**src/rtl/y_mult_pkg.sv**
```systemverilog
// Shared definitions for the sequential shift-add multiplier: state encoding,
// operand width and iteration counter width.
package y_mult_pkg;

    localparam int MULT_W = 32;
    localparam int CNT_W  = $clog2(MULT_W) + 1;

    typedef enum logic [1:0] {
        S_IDLE = 2'd0,
        S_RUN  = 2'd1,
        S_DONE = 2'd2
    } state_t;

endpackage

```
**src/rtl/yAdder.sv**
```systemverilog
// 32-bit ripple-carry adder: z = a + b + cin, carry out of the top bit on cout.
module yAdder
    import y_mult_pkg::*;
(
    input  logic [MULT_W-1:0] a,
    input  logic [MULT_W-1:0] b,
    input  logic              cin,
    output logic [MULT_W-1:0] z,
    output logic              cout
);

    logic [MULT_W:0] c;

    assign c[0] = cin;

    for (genvar i = 0; i < MULT_W; i++) begin : g_fa
        assign z[i]   = a[i] ^ b[i] ^ c[i];
        assign c[i+1] = (a[i] & b[i]) | (c[i] & (a[i] ^ b[i]));
    end

    assign cout = c[MULT_W];

endmodule

```
**src/rtl/y_seq_mult.sv**
```systemverilog
// Iterative unsigned multiplier: one shift-add step per cycle through the
// ripple adder, WIDTH steps per operation, valid/ready on both sides.
module y_seq_mult
    import y_mult_pkg::*;
#(
    parameter int WIDTH = 32
) (
    input  logic               clk,
    input  logic               rst_n,
    input  logic               in_valid,
    output logic               in_ready,
    input  logic [WIDTH-1:0]   a,
    input  logic [WIDTH-1:0]   b,
    output logic               out_valid,
    input  logic               out_ready,
    output logic [2*WIDTH-1:0] product
);

    if (WIDTH != MULT_W) begin : g_width_chk
        $error("y_seq_mult: WIDTH must equal the adder width");
    end

    state_t               state_q, state_d;
    logic [WIDTH-1:0]     m_q, m_d;
    logic [2*WIDTH-1:0]   p_q, p_d;
    logic [CNT_W-1:0]     cnt_q, cnt_d;
    logic [2*WIDTH-1:0]   product_q, product_d;

    logic [WIDTH-1:0]     add_b;
    logic [WIDTH-1:0]     add_z;
    logic                 add_cout;
    logic [2*WIDTH-1:0]   p_step;

    // With b forced to zero the adder just passes the upper half through,
    // so its output is usable unconditionally.
    assign add_b = p_q[0] ? m_q : '0;

    yAdder u_add (
        .a    (p_q[2*WIDTH-1:WIDTH]),
        .b    (add_b),
        .cin  (1'b0),
        .z    (add_z),
        .cout (add_cout)
    );

    assign p_step = {add_cout, add_z, p_q[WIDTH-1:1]};

    always_comb begin
        state_d   = state_q;
        m_d       = m_q;
        p_d       = p_q;
        cnt_d     = cnt_q;
        product_d = product_q;
        case (state_q)
            S_IDLE: begin
                if (in_valid) begin
                    m_d     = a;
                    p_d     = {{WIDTH{1'b0}}, b};
                    cnt_d   = '0;
                    state_d = S_RUN;
                end
            end
            S_RUN: begin
                p_d   = p_step;
                cnt_d = cnt_q + CNT_W'(1);
                // Product register loads on the final step so it is valid
                // in the same cycle out_valid rises.
                if (cnt_q == CNT_W'(WIDTH - 1)) begin
                    product_d = p_step;
                    state_d   = S_DONE;
                end
            end
            S_DONE: begin
                product_d = p_q;
                if (out_ready) state_d = S_IDLE;
            end
            default: state_d = S_IDLE;
        endcase
    end

    always_ff @(posedge clk or negedge rst_n) begin
        if (!rst_n) begin
            state_q   <= S_IDLE;
            m_q       <= '0;
            p_q       <= '0;
            cnt_q     <= '0;
            product_q <= '0;
        end else begin
            state_q   <= state_d;
            m_q       <= m_d;
            p_q       <= p_d;
            cnt_q     <= cnt_d;
            product_q <= product_d;
        end
    end

    // Handshake flags decode straight from state so reset clears them at once.
    assign in_ready  = (state_q == S_IDLE);
    assign out_valid = (state_q == S_DONE);
    assign product   = product_q;

endmodule

```
**config.mk**
```make
export PLATFORM = sky130hd
export DESIGN_NAME = y_seq_mult
export DESIGN_NICKNAME = d
export VERILOG_FILES = /design/src/rtl/y_mult_pkg.sv /design/src/rtl/yAdder.sv /design/src/rtl/y_seq_mult.sv
export SDC_FILE = /design/constraint.sdc
export NUM_CORES = 1
export LEC_CHECK = 0
export ABC_AREA = 1
export CORE_MARGIN = 3
export CORE_UTILIZATION = 40
export DETAILED_ROUTE_END_ITERATION = 8
export DONT_BUFFER_PORTS = 1
export GPL_ROUTABILITY_DRIVEN = 0
export GPL_TIMING_DRIVEN = 1
export MAX_ROUTING_LAYER = met4
export PLACE_DENSITY_LB_ADDON = 0.15
export SYNTH_ARGS = -nofsm -noshare
export SYNTH_HDL_FRONTEND = slang
export SYNTH_SLANG_ARGS = --single-unit
```
**constraint.sdc**
```tcl
create_clock -name clk -period 17.8 [get_ports clk]
set_clock_uncertainty 0.1 [all_clocks]
set_input_delay 2.67 -clock clk [delete_from_list [all_inputs] [get_ports clk]]
set_output_delay 2.67 -clock clk [all_outputs]
set_load 0.01 [all_outputs]
```
==> flow_summary.toml, run 1 <==
[route]
viasPerCell = 4.89
vias = 5999
maxUsedRoutingLayer = "met4"
drt-met1-wl_microns = 8990
dr.pass1.iters = 4
drt-total-wl_microns = 18400
initialDrtViolationCount = 342
antenna_left = 0
wl_met2_microns = 8320
drc = 0
wl_per_cell_microns = 15.0
dr_wl_met3_microns = 924

[clock_tree]
numCtsBuffers = 17
htree_levels = 4
cts_tree = "built"
cts_buffer_depth = 2
cts_root_buffer = "clkbuf_16"
clock_latency_ns = 0.42
clk_pin_slew_ns = 0.06
cts_sinks = 168
holdBufCountCts = 0
postCtsSetupBuffers = 0
cts_resized = 0

[floorplanning]
io_pins = 134
core_sq_um = 19800
initial_utilization_pct = 41.5
chipWidth_microns = 150
design.die.area_sq_um = 22400
die_height_microns = 150
rows = 51

[timing]
maxSlewViolCount = 0
hold_violations = 0
max_freq_mhz = 67.7
worst_pin_slew_ns = 1.00
relSlewSlack_pct = 33.3
grt_setup_unrepaired = "false"
finalSetupTns_ns = 0
finalCritPeriodShare_pct = 83.0
period_needed_ns = 14.78
setup_violations = 0

[layout]
final_cell_mix = "nand2_1, dfrtp_1, o21ai_0, inv_1, nand3_1"
antenna_cells = 0
fillers = 1984
nNetsFinal = 1051
fin_cells = 1227
areaGrowthSynthToFinish_pct = 7.73
final_layout_size_suffix_gt1_share_pct = 4.26
stdcell_area_sq_um = 8870
layout.cells.most_common = "nand2_1"
multi_input_area_sq_um = 3450
ff_latch_area_sq_um = 4200

[synth]
ys_ff_latch = 168
synth_warnings = 0
postSynthCellCount = 990
ys_types = 19
syn-cell-area_sq_um = 8240
netlist_top_cells_area = "dfrtp_1, nand2_1, o21ai_0"
ys_seq_area_share_pct = 51.0
yosys.area.top_type = "dfrtp_1"
synth_top_area_share_pct = 51.0
syn_nets = 1091
syn_avg_cell_area_sq_um = 8.32

[power]
power_density_nw_per_um2 = 179
p_leak_nw = 4.29
ir_worst_vdd_uv = 76.7

[place]
dp.cells = 1196
port_buffers = 0
place.detailed.hpwl_microns = 11400
dpl_cell_area_sq_um = 8300

[setup_path]
crit_slowest_cell = "dfrtp_1"
cp-start-kind = "flip-flop"
crit_arrival_ns = 14.98
critical-path-max-stage-delay_ns = 0.99
path_max_fanout = 33
worstSetupPathType = "reg -> reg"
cp-end-kind = "flip-flop"
required_ns = 18.00
cpMostUsedCell = "fa_1"

[outcome]
status = "finished clean"

[global_route]
grt_pass1_wl_microns = 31400
grt_max_degree = 169
grt_pass1_vias = 5993
overflow = 0
antenna_found_initial = 0
grt.total_usage_pct = 18.0

[run]
maxCapViolCount = 0

[hold_path]
holdCritPathClass = "reg -> reg"
==> worst max-delay path: cells and delay by family, from the launching register on <==
| kind | cells | cell delay [ns] |
|---|---|---|
| flip-flops | 1 | 0.99 |
| buffers and inverters | 4 | 0.27 |
| adder cells (fa/ha/maj) | 32 | 12.93 |
| AO/OA/AOI/OAI | 1 | 0.08 |
| AND/OR/NAND/NOR | 3 | 0.24 |
==> where the power goes <==
group	switching [mW]	internal [mW]	total [mW]
clock network	0.147	0.217	0.364
logic	0.331	0.214	0.544
registers	0.131	0.550	0.681
total	0.609	0.980	1.59
==> cell type report <==
cell class / count / share of cell area (%)
Tap cell: 265 / 3.74
Clock buffer: 23 / 5.39
Inverter: 75 / 3.17
Sequential cell: 168 / 47.4
Clock inverter: 8 / 1.09
Timing Repair Buffer: 4 / 0.338
Multi-Input combinational cell: 684 / 38.9
==> kinds of logic (layout without fill, tap and decap cells) <==
family / after synthesis / after routing / synth area share [%]
and+or+nand+nor: 485 / 485 / 23.3
AOI/OAI and AO/OA: 166 / 166 / 10.5
DFF: 168 / 168 / 51.0
adders and majority gates: 33 / 33 / 7.84
buffers and inverters: 138 / 110 / 7.29
==> routing by layer <==
metal | track usage (%) | up-vias
met1 | 24.9 | 2800
met3 | 3.69 | 10
met5 | - | -
li1 | - | 3066
met4 | 5.35 | 0
met2 | 27.1 | 123
==> registers in the layout (all words and copies together), names as in the netlist <==
name     cells
state_q      2
cnt_q        6
p_q         64
m_q         32
product     64
==> through the flow <==
step | setup WS (ns) | hold WS [ns] | power [mW] | util [%]
2_1_floorplan | 3.92 | 0.349 | 1.11 | -
3_3_place_gp | 2.99 | 0.366 | 1.23 | 41.8
3_5_place_dp | 2.90 | 0.366 | 1.24 | 41.8
4_1_cts | 2.86 | 0.383 | 1.62 | 44.7
5_1_grt | 2.28 | 0.395 | 1.75 | 44.7
6_report | 3.02 | 0.375 | 1.59 | 44.7
==> cell usage after synthesis <==
library cell and instances:
a21oi_1 1, buf_1 1, buf_2 27, buf_4 1
buf_6 6, clkbuf_1 28, dfrtp_1 168, fa_1 31
ha_1 2, inv_1 73, inv_2 2, nand2_1 406
nand2_2 3, nand3_1 67, nand3_2 1, nor2_1 7
nor2_2 1, o21ai_0 136, o22ai_1 29
==> path summary, 6_finish.rpt <==
check / from / end / slack [ns] / cells past startpoint
setup / recovery: p_q[0] / product[62] / 3.02 / 40
hold / removal: m_q[0] / m_q[0] / 0.38 / 2
setup reg to reg: p_q[0] / product[62] / 3.02 / 40
hold reg to reg: m_q[0] / m_q[0] / 0.38 / 2
max in group asynchronous: rst_n / p_q[6] / 15.54 / 0
min in group asynchronous: rst_n / product[25] / 1.85 / 0
Note: power is estimated with default switching activity, not from simulation.
==> run 2, diff against run 1 <==
==> constraint.sdc (replaced) <==
create_clock -name clk -period 14.9 [get_ports clk]
set_clock_uncertainty 0.1 [all_clocks]
set_input_delay 2.235 -clock clk [delete_from_list [all_inputs] [get_ports clk]]
set_output_delay 2.235 -clock clk [all_outputs]
set_load 0.01 [all_outputs]
==> run 2 against run 1 <==
  * Wire length increased by 0.40%
  * Highest routed layer unchanged
  * Critical endpoint unchanged
  * Via count grew 0.82%
  * Fmax is 4.2% higher
==> flow_summary.toml, run 2 (synthesis gave the netlist of run 1 again) <==
[run]
maxCapViolCount = 0

[hold_path]
min_from = "m_q[3]"
min_to = "m_q[3]"
hold_path_depth = 2
holdCritPathClass = "reg -> reg"

[timing]
setup_violations = 0
maxSlewViolCount = 0
period_needed_ns = 14.18
grt_setup_unrepaired = "false"
finalSetupTns_ns = 0
hold_violations = 0
relSlewSlack_pct = 33.2
worst_pin_slew_ns = 1.00
finalCritPeriodShare_pct = 95.2
setup_ws_ns = 0.717
max_freq_mhz = 70.5

[clock_tree]
htree_levels = 4
clk_pin_slew_ns = 0.06
cts_buffer_depth = 2
cts_resized = 0
postCtsSetupBuffers = 0
numCtsBuffers = 17
holdBufCountCts = 0
cts_sinks = 168
clock_latency_ns = 0.42
cts_tree = "built"
cts_root_buffer = "clkbuf_16"

[route]
initialDrtViolationCount = 267
wl_per_cell_microns = 15.0
antenna_left = 0
drt-total-wl_microns = 18500
viasPerCell = 4.93
drc = 0
vias = 6048
dr.pass1.iters = 4

[power]
ir_worst_vdd_uv = 94.6
p_leak_nw = 4.31
power_density_nw_per_um2 = 216
p_total_mw = 1.93

[setup_path]
worstReg2RegStart = "p_q[0]"
required_ns = 15.11
worstSetupPathType = "reg -> reg"
crit_slowest_cell = "fa_1"
cp-end-kind = "flip-flop"
ff2ff_path_depth = 38
critical-path-max-stage-delay_ns = 0.51
path_max_fanout = 32
cpMostUsedCell = "fa_1"
cp-start-kind = "flip-flop"
r2r_slack_ns = 0.72
crit_arrival_ns = 14.39
reg2reg_to = "product[62]"

[layout]
nNetsFinal = 1052
final_cell_mix = "nand2_1, dfrtp_1, o21ai_0, inv_1, nand3_1"
fin_cells = 1228
final_layout_size_suffix_gt1_share_pct = 4.36
layout.cells.most_common = "nand2_1"
antenna_cells = 0
areaGrowthSynthToFinish_pct = 8.23

[global_route]
grt_max_degree = 169
overflow = 0
grt_pass1_vias = 6150
antenna_found_initial = 0
grt_pass1_wl_microns = 31600
grt.total_usage_pct = 18.1

[floorplanning]
io_pins = 134
initial_utilization_pct = 41.5
core_sq_um = 19800
chipWidth_microns = 150
design.die.area_sq_um = 22400
rows = 51
die_height_microns = 150

[place]
dp_slack_ns = 0.597
place.detailed.hpwl_microns = 11500
port_buffers = 0
dp.cells = 1197

[outcome]
status = "finished clean"
==> run 2: cell count changes in the layout (fill, tap and decap cells not counted), sizes merged <==
cell	previous run	this run
buf	4	5
bufinv	2	3
clkbuf	23	24
clkinv	5	3
==> run 2: power by group <==
| group | internal (mW) | total (mW) | switching (mW) |
|---|---|---|---|
| logic | 0.258 | 0.667 | 0.409 |
| clock network | 0.281 | 0.455 | 0.174 |
| registers | 0.657 | 0.803 | 0.145 |
| total | 1.20 | 1.93 | 0.729 |
==> run 2: worst max path at each step <==
stage               depth (start not counted)  slack (ns)     endpoint   start
CTS                                        38        0.58  product[62]  p_q[0]
global placement                           38        0.72  product[62]  p_q[0]
finish                                     38        0.72  product[62]  p_q[0]
global route                               38        0.11  product[62]  p_q[0]
floorplan                                  39        1.02  product[62]  p_q[0]
detailed placement                         38        0.60  product[62]  p_q[0]
==> run 2: layout make-up <==
class / instances / area (sq um)
Clock buffer: 24 / 492
Clock inverter: 7 / 116
Fill cell: 1998 / 10900
Inverter: 75 / 282
Multi-Input combinational cell: 684 / 3450
Sequential cell: 168 / 4200
Tap cell: 265 / 332
Timing Repair Buffer: 5 / 37.5
==> run 2: metal layers <==
metal,global-route usage [%],routed length [microns],share of wire [%],vias up
li1,-,-,-,3061
met1,24.2,8910,48,2857
met2,27.5,8480,46,118
met3,4.57,911,4.9,12
met4,5.45,174,0.94,0
met5,-,0,0,-
==> run 2: stage by stage <==
step	hold WS [ns]	util (%)	cell area [sq um]
after floorplan	0.349	-	8240
after global placement	0.365	41.9	8310
after detailed placement	0.366	41.9	8310
after CTS	0.384	44.9	8920
after global routing	0.401	44.9	8920
final	0.378	44.9	8920
==> run 2: worst max-delay path: cells and delay by family, from the launching register on <==
family,cells,cell delay (ns)
AO/OA/AOI/OAI,1,0.09
flip-flops,1,0.34
AND/OR/NAND/NOR,3,0.26
buffers and inverters,3,0.43
adder cells (fa/ha/maj),31,12.82
